[src/rtl/mux_rr_arbiter_pkg.sv]
// Shared constants and state encoding for the round-robin mux arbiter.
package mux_arb_pkg;
    localparam int N_REQ = 8;
    localparam int SEL_W = 3;

    typedef enum logic {
        IDLE = 1'b0,
        BUSY = 1'b1
    } arb_state_e;
endpackage

[src/rtl/mux_rr_arbiter_if.sv]
// Requester bus for the mux arbiter: request/data in, grant/select/mux output back.
interface mux_rr_arbiter_if;
    import mux_arb_pkg::*;

    logic [N_REQ-1:0] req;
    logic [N_REQ-1:0] data_in;
    logic [N_REQ-1:0] gnt;
    logic [SEL_W-1:0] sel;
    logic             out;
    logic             out_valid;
    logic [SEL_W-1:0] out_src;

    modport master (
        output req, data_in,
        input  gnt, sel, out, out_valid, out_src
    );

    modport slave (
        input  req, data_in,
        output gnt, sel, out, out_valid, out_src
    );
endinterface

[src/rtl/mux_rr_arbiter_rr_pick.sv]
// Round-robin picker: first set request scanning upward from ptr+1 with wrap.
// With excl set, the requester at ptr (the current owner) is masked out.
module rr_pick
    import mux_arb_pkg::*;
(
    input  logic [N_REQ-1:0] req,
    input  logic [SEL_W-1:0] ptr,
    input  logic             excl,
    output logic             found,
    output logic [SEL_W-1:0] idx
);
    logic [N_REQ-1:0] masked;
    logic [SEL_W-1:0] cand;

    // Scan from the farthest offset down so the nearest candidate after ptr wins.
    always_comb begin
        found  = 1'b0;
        idx    = ptr;
        cand   = '0;
        masked = req;
        if (excl) masked[ptr] = 1'b0;
        for (int k = N_REQ; k >= 1; k--) begin
            cand = ptr + SEL_W'(k);
            if (masked[cand]) begin
                found = 1'b1;
                idx   = cand;
            end
        end
    end
endmodule

[src/rtl/mux_rr_arbiter.sv]
// Round-robin arbiter driving an 8:1 single-bit mux, with a per-owner burst
// limit that only forces a handover when someone else is waiting.
module mux_rr_arbiter
    import mux_arb_pkg::*;
#(
    parameter int MAX_BURST = 16
) (
    input  logic             clk,
    input  logic             rst,
    mux_rr_arbiter_if.slave  bus
);
    localparam int             BW         = $clog2(MAX_BURST);
    localparam logic [BW-1:0]  BURST_LAST = BW'(MAX_BURST - 1);

    arb_state_e       state_q, state_d;
    logic [SEL_W-1:0] sel_q, sel_d;
    logic [SEL_W-1:0] ptr_q, ptr_d;
    logic [BW-1:0]    bcnt_q, bcnt_d;
    logic [N_REQ-1:0] gnt_q, gnt_d;
    logic             out_q, vld_q;
    logic [SEL_W-1:0] src_q;

    logic             pick_excl;
    logic             pick_found;
    logic [SEL_W-1:0] pick_idx;

    // While busy ptr equals the owner, so masking ptr excludes the owner.
    assign pick_excl = (state_q == BUSY);

    rr_pick u_pick (
        .req   (bus.req),
        .ptr   (ptr_q),
        .excl  (pick_excl),
        .found (pick_found),
        .idx   (pick_idx)
    );

    // Next owner / burst count; every owner change reloads the count and ptr.
    always_comb begin
        state_d = state_q;
        sel_d   = sel_q;
        ptr_d   = ptr_q;
        bcnt_d  = bcnt_q;
        case (state_q)
            IDLE: begin
                if (pick_found) begin
                    state_d = BUSY;
                    sel_d   = pick_idx;
                    ptr_d   = pick_idx;
                    bcnt_d  = '0;
                end
            end
            BUSY: begin
                if (bus.req[sel_q]) begin
                    if (bcnt_q != BURST_LAST) begin
                        bcnt_d = bcnt_q + BW'(1);
                    end else if (pick_found) begin
                        sel_d  = pick_idx;
                        ptr_d  = pick_idx;
                        bcnt_d = '0;
                    end
                end else if (pick_found) begin
                    sel_d  = pick_idx;
                    ptr_d  = pick_idx;
                    bcnt_d = '0;
                end else begin
                    state_d = IDLE;
                end
            end
            default: state_d = IDLE;
        endcase
        gnt_d = (state_d == BUSY) ? (N_REQ'(1) << sel_d) : '0;
    end

    // State, grant and one-cycle-delayed mux output registers.
    always_ff @(posedge clk) begin
        if (rst) begin
            state_q <= IDLE;
            sel_q   <= '0;
            ptr_q   <= SEL_W'(N_REQ - 1);
            bcnt_q  <= '0;
            gnt_q   <= '0;
            out_q   <= 1'b0;
            vld_q   <= 1'b0;
            src_q   <= '0;
        end else begin
            state_q <= state_d;
            sel_q   <= sel_d;
            ptr_q   <= ptr_d;
            bcnt_q  <= bcnt_d;
            gnt_q   <= gnt_d;
            out_q   <= bus.data_in[sel_q];
            vld_q   <= (|gnt_q) & bus.req[sel_q];
            src_q   <= sel_q;
        end
    end

    assign bus.gnt       = gnt_q;
    assign bus.sel       = sel_q;
    assign bus.out       = out_q;
    assign bus.out_valid = vld_q;
    assign bus.out_src   = src_q;
endmodule
[src/flat_wrapper.sv]
// flat-port wrapper written by rule: the top's interface ports become plain ports
module mux_rr_arbiter_flat import mux_arb_pkg::*;
#(
    parameter int MAX_BURST = 16
)
  (clk, rst, bus_req, bus_data_in, bus_gnt, bus_sel, bus_out, bus_out_valid, bus_out_src);
  mux_rr_arbiter_if bus_i ();
  input  logic clk;
  input  logic rst;
  input wire logic [$bits(bus_i.req)-1:0] bus_req;
  input wire logic [$bits(bus_i.data_in)-1:0] bus_data_in;
  output wire logic [$bits(bus_i.gnt)-1:0] bus_gnt;
  output wire logic [$bits(bus_i.sel)-1:0] bus_sel;
  output wire logic [$bits(bus_i.out)-1:0] bus_out;
  output wire logic [$bits(bus_i.out_valid)-1:0] bus_out_valid;
  output wire logic [$bits(bus_i.out_src)-1:0] bus_out_src;
  assign bus_i.req = bus_req;
  assign bus_i.data_in = bus_data_in;
  assign bus_gnt = bus_i.gnt;
  assign bus_sel = bus_i.sel;
  assign bus_out = bus_i.out;
  assign bus_out_valid = bus_i.out_valid;
  assign bus_out_src = bus_i.out_src;
  mux_rr_arbiter #(.MAX_BURST(MAX_BURST)) u_core (.clk(clk), .rst(rst), .bus(bus_i));
endmodule
[config.mk]
export PLATFORM = sky130hd
export DESIGN_NAME = mux_rr_arbiter_flat
export DESIGN_NICKNAME = d
export VERILOG_FILES = /design/src/rtl/mux_rr_arbiter_pkg.sv /design/src/rtl/mux_rr_arbiter_if.sv /design/src/rtl/mux_rr_arbiter_rr_pick.sv /design/src/rtl/mux_rr_arbiter.sv /design/src/flat_wrapper.sv
export SDC_FILE = /design/constraint.sdc
export NUM_CORES = 1
export LEC_CHECK = 0
export ABC_CLOCK_PERIOD_IN_PS = 2900
export CAP_MARGIN = 40
export CORE_ASPECT_RATIO = 2
export CORE_UTILIZATION = 48
export DETAILED_ROUTE_END_ITERATION = 8
export PLACE_DENSITY = 0.79
export SLEW_MARGIN = 20
export SYNTH_ARGS = -nofsm -noshare
export SYNTH_HDL_FRONTEND = slang
export SYNTH_SLANG_ARGS = --single-unit
[constraint.sdc]
create_clock -name clk -period 2.9 [get_ports clk]
set_input_delay 0.58 -clock clk [delete_from_list [all_inputs] [get_ports clk]]
set_output_delay 0.58 -clock clk [all_outputs]
set_load 0.02 [all_outputs]
; ---- Yosys cells after proc, flatten, opt, wreduce, memory -nomap -nowiden
; Cells that the tools add are included.
[op_classes]
n_div = 0
n_mux = 53
bitwise_logic = 5
n_shift = 1
n_eq_ne = 2
magnitude_cmp = 10
add_sub_neg = 8
n_reduce_logical = 3
mul = 0
[ops]
columns = operator, n
row1 = two-way mux 3 bit, 13
row2 = less-than comparator 3 x 4 -> 1 bit (second input constant), 9
row3 = binary-select mux 1 bit (select 3 bit), 10
row4 = two-way mux 1 bit, 21
row5 = adder 3 bit (second input constant), 4
row6 = two-way mux 4 bit, 3
row7 = one-hot mux 3 bit (2 select lines), 2
row8 = bitwise AND 8 bit, 1
row9 = two-way mux 8 bit, 1
row10 = NOT 8 bit, 1
row11 = one-hot mux 4 bit (2 select lines), 1
row12 = OR reduction 8 bit, 1
row13 = left shift 1 x 3 -> 8 bit (first input constant), 1
row14 = adder 3 x 2 -> 3 bit (second input constant), 2
row15 = adder 4 x 1 -> 4 bit (second input constant), 1
row16 = != test 4 bit (second input constant), 1
row17 = adder 3 x 1 -> 3 bit (second input constant), 1
row18 = demux 1 bit (select 3 bit), 1
row19 = >= comparator 3 x 1 -> 1 bit (second input constant), 1
row20 = != test 3 bit (second input constant), 1
row21 = NOT 1 bit, 2
row22 = one-hot mux 1 bit (2 select lines), 1
row23 = OR reduction 2 bit, 1
row24 = bitwise AND 1 bit, 1
row25 = logical AND 1 bit, 1
[totals]
romBits = 0
reg_bits = 24
mem_count = 0
latch_bits = 0
inputBits = 18
wordCells = 90
ram_bits = 0
output_inout_bits = 16

; ---- Depth between registers and ports, before layout
[depth]
depth_word = 22
depth_mapped = 13
ltp_nobuf = 10

; ---- Modules after synthesis
; From an unflattened synthesis, not the netlist that was laid out.
[unflattened]
cells_unflattened = 229
area_unflattened_um2 = 2025.7
[modules_own_cells]
columns = module, cells_per_inst, n_inst, seq_area_each_um2, area_per_inst_um2
row1 = mux_rr_arbiter, 130, 1, 480.5, 1236.2
row2 = rr_pick, 99, 1, 0.0, 789.5

; ---- Worst setup path after synthesis
; No wires, ideal clock.
[synth_timing]
kind = flip-flop to flip-flop
start = register u_core.ptr_q[1]
end = register u_core.gnt_q[1], in the netlist u_core.bus.gnt[1]
arrival_ns = 2.943
period_less_slack_ns = 3.058
path_stages_with_launch = 11
t_required_ns = 2.784
n_path_buf = 0
slack_ns = -0.158
setup_time_ns = 0.116
path_cell_list = dfxtp_1 clkinv_1 ha_1 xnor2_1 mux2i_1 o22ai_1 o311a_1 or3_1 a311oi_2 a21o_2 and3b_1
[synth_via]
elab_chain_len = 22
elab_cells_between_ends = 56
classes_between = add/sub: 7 / order compare: 2 / shift: 1 / mux: 41 / bitwise: 3 / reduce/logical: 2
[synth_rtl]
columns = item, line_no
row1 = "start, declared", mux_rr_arbiter.sv:17  ; logic [SEL_W-1:0] ptr_q, ptr_d;
row2 = "start signal, assigned", mux_rr_arbiter.sv:80  ; ptr_q <= SEL_W'(N_REQ - 1);
row3 = "start signal, assigned", mux_rr_arbiter.sv:89  ; ptr_q <= ptr_d;
row4 = less-than comparator 3 x 4 -> 1 bit (not written as such) or >= comparator 3 x 1 -> 1 bit (tied branches), mux_rr_arbiter_rr_pick.sv:21  ; if (excl) masked[ptr] = 1'b0;
row5 = logical AND 1 bit (not written as such), mux_rr_arbiter_rr_pick.sv:21
row6 = two-way mux 1 bit (not written as such), mux_rr_arbiter_rr_pick.sv:21
row7 = demux 1 bit (select 3 bit), mux_rr_arbiter_rr_pick.sv:21
row8 = NOT 8 bit (no source line), -
row9 = bitwise AND 8 bit (no source line), -
row10 = two-way mux 8 bit, mux_rr_arbiter_rr_pick.sv:21
row11 = binary-select mux 1 bit (select 3 bit), mux_rr_arbiter_rr_pick.sv:24  ; if (masked[cand]) begin
row12 = two-way mux 1 bit (not written as such), mux_rr_arbiter_rr_pick.sv:24
row13 = two-way mux 1 bit (8 in series), mux_rr_arbiter_rr_pick.sv:24
row14 = two-way mux 3 bit or two-way mux 1 bit (tied branches), "mux_rr_arbiter.sv:46, mux_rr_arbiter.sv:57, mux_rr_arbiter.sv:62"
row15 = two-way mux 3 bit or two-way mux 1 bit (tied branches), "mux_rr_arbiter.sv:55, mux_rr_arbiter.sv:54"
row16 = two-way mux 3 bit or one-hot mux 1 bit (2 select lines) (tied branches), "mux_rr_arbiter.sv:54, mux_rr_arbiter.sv:44"
row17 = one-hot mux 3 bit (2 select lines) or NOT 1 bit (tied branches), -
row18 = left shift 1 x 3 -> 8 bit or OR reduction 2 bit (tied branches), -
row19 = "end signal, assigned", mux_rr_arbiter.sv:91  ; gnt_q <= gnt_d;
row20 = "end, declared", mux_rr_arbiter.sv:19  ; logic [N_REQ-1:0] gnt_q, gnt_d;
; Parallel ways exist; a longest one is shown, timed or not. The select of a mux whose other input is x is not followed.
; A chain may end at the register's enable or synchronous reset.

; ---- Worst setup path after layout
; Same ends and word-level chain as after synthesis.

==> impl_metrics.json <==
{
  "synth-edff-count": 0,
  "die_h_um": 91.7,
  "startpoint": "u_core.ptr_q[1]$_SDFFE_PP1P_",
  "multi_input_area_um2": 1530,
  "finalHoldViolCount": 0,
  "ys_ff_latch": 24,
  "grt_max_degree": 17,
  "drc": 0,
  "syn2layout_area_growth_pct": 54.1,
  "layout_common_cells": "buf_4, clkdlybuf4s50_1, dfxtp_1",
  "route.met3.wl_um": 228,
  "synth_cell_types": 66,
  "timing.final.crit_share_pct": 101,
  "final_nets": 319,
  "slew_headroom_pct": 72.2,
  "crit_slowest_cell": "mux4_2",
  "initial_core_util_pct": 50.2,
  "cts_max_path_buffers": 2,
  "cts_tree": "done",
  "drtIter0Drc": 64,
  "clock_latency_ns": 0.26,
  "final_cell_area_um2": 2970,
  "design.die.area_um2": 4290,
  "wl_met1_um": 2200,
  "cp_cell_sequence": "inv_4 -> buf_4 -> ha_1 -> nand2_2 -> nand2_1 -> mux4_2 -> o311ai_2 -> o21ai_1 -> a311oi_4 -> a21o_4 -> and3b_1",
  "ctsHtreeMaxLevel": 1,
  "async_flop_share_pct": 0,
  "grt_overflow": 0,
  "routed_wl_um": 7070,
  "crit_path_end_kind": "register",
  "ys_warn_count": 0,
  "cap_violations": 0,
  "r2r_slack_ns": -0.03,
  "clock_sinks": 24,
  "synth_area_um2": 1930,
  "syn_avg_cell_area_um2": 9.37,
  "timing.fmax_ghz": 0.341,
  "post-route-min-period_ns": 2.93,
  "grtUsageTotal_pct": 32.7,
  "crit_family": "compound AO/OA/AOI/OAI gates",
  "crit_end": "u_core.bus.gnt[1]$_SDFF_PP0_",
  "ys.flop_type": "dfxtp_1",
  "met2_length_um": 4010,
  "critPathKind": "register to register",
  "routed-via-count": 2126,
  "arrival_ns": 3.09,
  "cts.clk_slew.worst_paths_ns": 0.08,
  "yosysSeqAreaShare_pct": 24.9,
  "fin_ws_ns": -0.0292,
  "regArea_um2": 484,
  "ant_nets": 0,
  "worstHoldStart": "u_core.bcnt_q[1]$_SDFF_PP0_",
  "die_w_um": 46.8,
  "cts_buffers": 3,
  "crit_required_ns": 3.06,
  "critical_path_peak_fanout": 9,
  "tightest_slew_ns": 0.416,
  "cp.depth": 11,
  "r2r-end": "u_core.bus.gnt[1]$_SDFF_PP0_",
  "ir_drop_mv": 1.23,
  "powerDensity_nw_per_um2": 1380,
  "viasPerCell": 6.18,
  "max_stage_delay_ns": 0.54,
  "core_area_um2": 3840,
  "violations": "setup timing",
  "start_kind": "register",
  "highest_layer": "met4",
  "syn-num-nets": 231,
  "post_drt_wl_per_cell_um": 20.5,
  "dr.pass1.iters": 4,
  "grt_pass1_vias": 2115,
  "postSynthCellCount": 206,
  "critical_path_buf_inv_count": 2,
  "status": "finished with violations",
  "port_buffers": 33,
  "n_fill_cell": 269,
  "place_congestion": 0.958,
  "hp-class": "register to register",
  "maxSlewViolCount": 0,
  "power_mw": 4.10,
  "reg2reg_depth": 11,
  "static-leakage-power_nw": 1.28,
  "fin_skew_ns": 0.00180,
  "drive_above_1_share_pct": 40.3,
  "grt_first_pass_wirelength_um": 10200,
  "ios": 34,
  "cts_root_buf": "clkbuf_8",
  "final_common_cell": "buf_4",
  "fp-row-count": 32,
  "grt_antenna_before_repair": 0,
  "finalSetupViolCount": 2,
  "antenna_cells": 0,
  "place_hpwl_um": 4790,
  "postPlaceCellArea_um2": 2650,
  "r2r_start": "u_core.ptr_q[1]$_SDFFE_PP1P_"
}
==> per-layer routing <==
metal	vias to the layer above	GRT usage, %
met4	0	18.8
met2	75	60.3
li1	971	-
met1	1037	31.1
met3	43	3.94
met5	-	0
==> flip-flops by register name (all words and copies together), names as in the netlist <==
register              flops
u_core.bcnt_q             4
u_core.bus.gnt            8
u_core.pick_excl          1
u_core.bus.sel            3
u_core.bus.out_valid      1
u_core.ptr_q              3
u_core.bus.out_src        3
u_core.bus.out            1
==> where the power goes <==
part / switching [mW] / internal, mW
registers: 0.0579 / 0.420
logic: 1.69 / 1.71
clock network: 0.0998 / 0.121
total: 1.85 / 2.25
==> synth_stat cells, drive strengths merged, types with 3 or more instances <==
master / count / area (um^2)
a21oi: 14 / 70.1
and3: 3 / 18.8
and4: 3 / 26.3
buf: 6 / 38.8
clkbuf: 4 / 15.0
dfxtp: 24 / 480
ha: 7 / 87.6
inv: 6 / 22.5
mux2: 5 / 60.1
mux2i: 11 / 114
mux4: 11 / 248
nand2: 19 / 73.8
nand2b: 6 / 37.5
nand3: 13 / 65.1
nor2: 7 / 26.3
nor2b: 6 / 37.5
nor4: 3 / 33.8
o211ai: 3 / 27.5
o21ai: 7 / 46.3
xnor2: 4 / 35.0
==> how the worst min path moves through the flow <==
stage | to | slack (ns) | depth (start not counted)
after floorplan | u_core.bcnt_q[1]$_SDFF_PP0_ | 0.47 | 2
after global placement | u_core.bcnt_q[1]$_SDFF_PP0_ | 0.48 | 2
after detailed placement | u_core.bcnt_q[1]$_SDFF_PP0_ | 0.50 | 2
final | u_core.bcnt_q[1]$_SDFF_PP0_ | 0.51 | 2
after CTS | u_core.bcnt_q[1]$_SDFF_PP0_ | 0.51 | 2
after global routing | u_core.bcnt_q[1]$_SDFF_PP0_ | 0.55 | 2
==> layout make-up <==
class / count / area share [%]
multi-input cells: 165 / 51.6
repair buffers: 93 / 27.1
flip-flops and latches: 24 / 16.3
well taps: 51 / 2.15
clock buffers: 4 / 1.85
inverters: 7 / 0.968
==> cell families after synthesis <==
kind of cell	count (synthesis)	synth area share, %
buffers and inverters	17	4.15
AO/OA/AOI/OAI	51	19.8
AND/OR/NAND/NOR	75	22.4
adder cells (fa/ha/maj)	7	4.54
XOR/XNOR	5	2.27
flip-flops	24	24.9
multiplexers	27	21.9
==> worst min-delay path: cells and delay by family (launching register included) <==
kind / cells / cell delay (ns)
AO/OA/AOI/OAI: 1 / 0.06
AND/OR/NAND/NOR: 1 / 0.07
flip-flops: 1 / 0.34
==> metrics by stage <==
step / utilization, % / TNS [ns] / cells / hold WS (ns) / setup WS, ns
after global placement: 68.8 / -3.38 / 328 / 0.477 / -0.335
after CTS: 72.3 / 0 / 335 / 0.511 / 0.0122
after detailed placement: 68.8 / -4.04 / 328 / 0.502 / -0.477
after floorplan: - / -0.0123 / 206 / 0.465 / -0.0123
after global routing: 77.3 / -0.420 / 344 / 0.548 / -0.114
final: 77.3 / -0.0419 / 344 / 0.507 / -0.0292
==> what timing repair did <==
| action | in CTS | in global routing |
|---|---|---|
| resized for setup | 19 | 30 |
| pin swaps | 6 | 5 |
| hold buffers | 0 | 0 |
| endpoints found under the setup margin | 9 | 11 |
| setup buffers | 3 | 9 |
No activity file was read; power rests on OpenSTA's default activity.
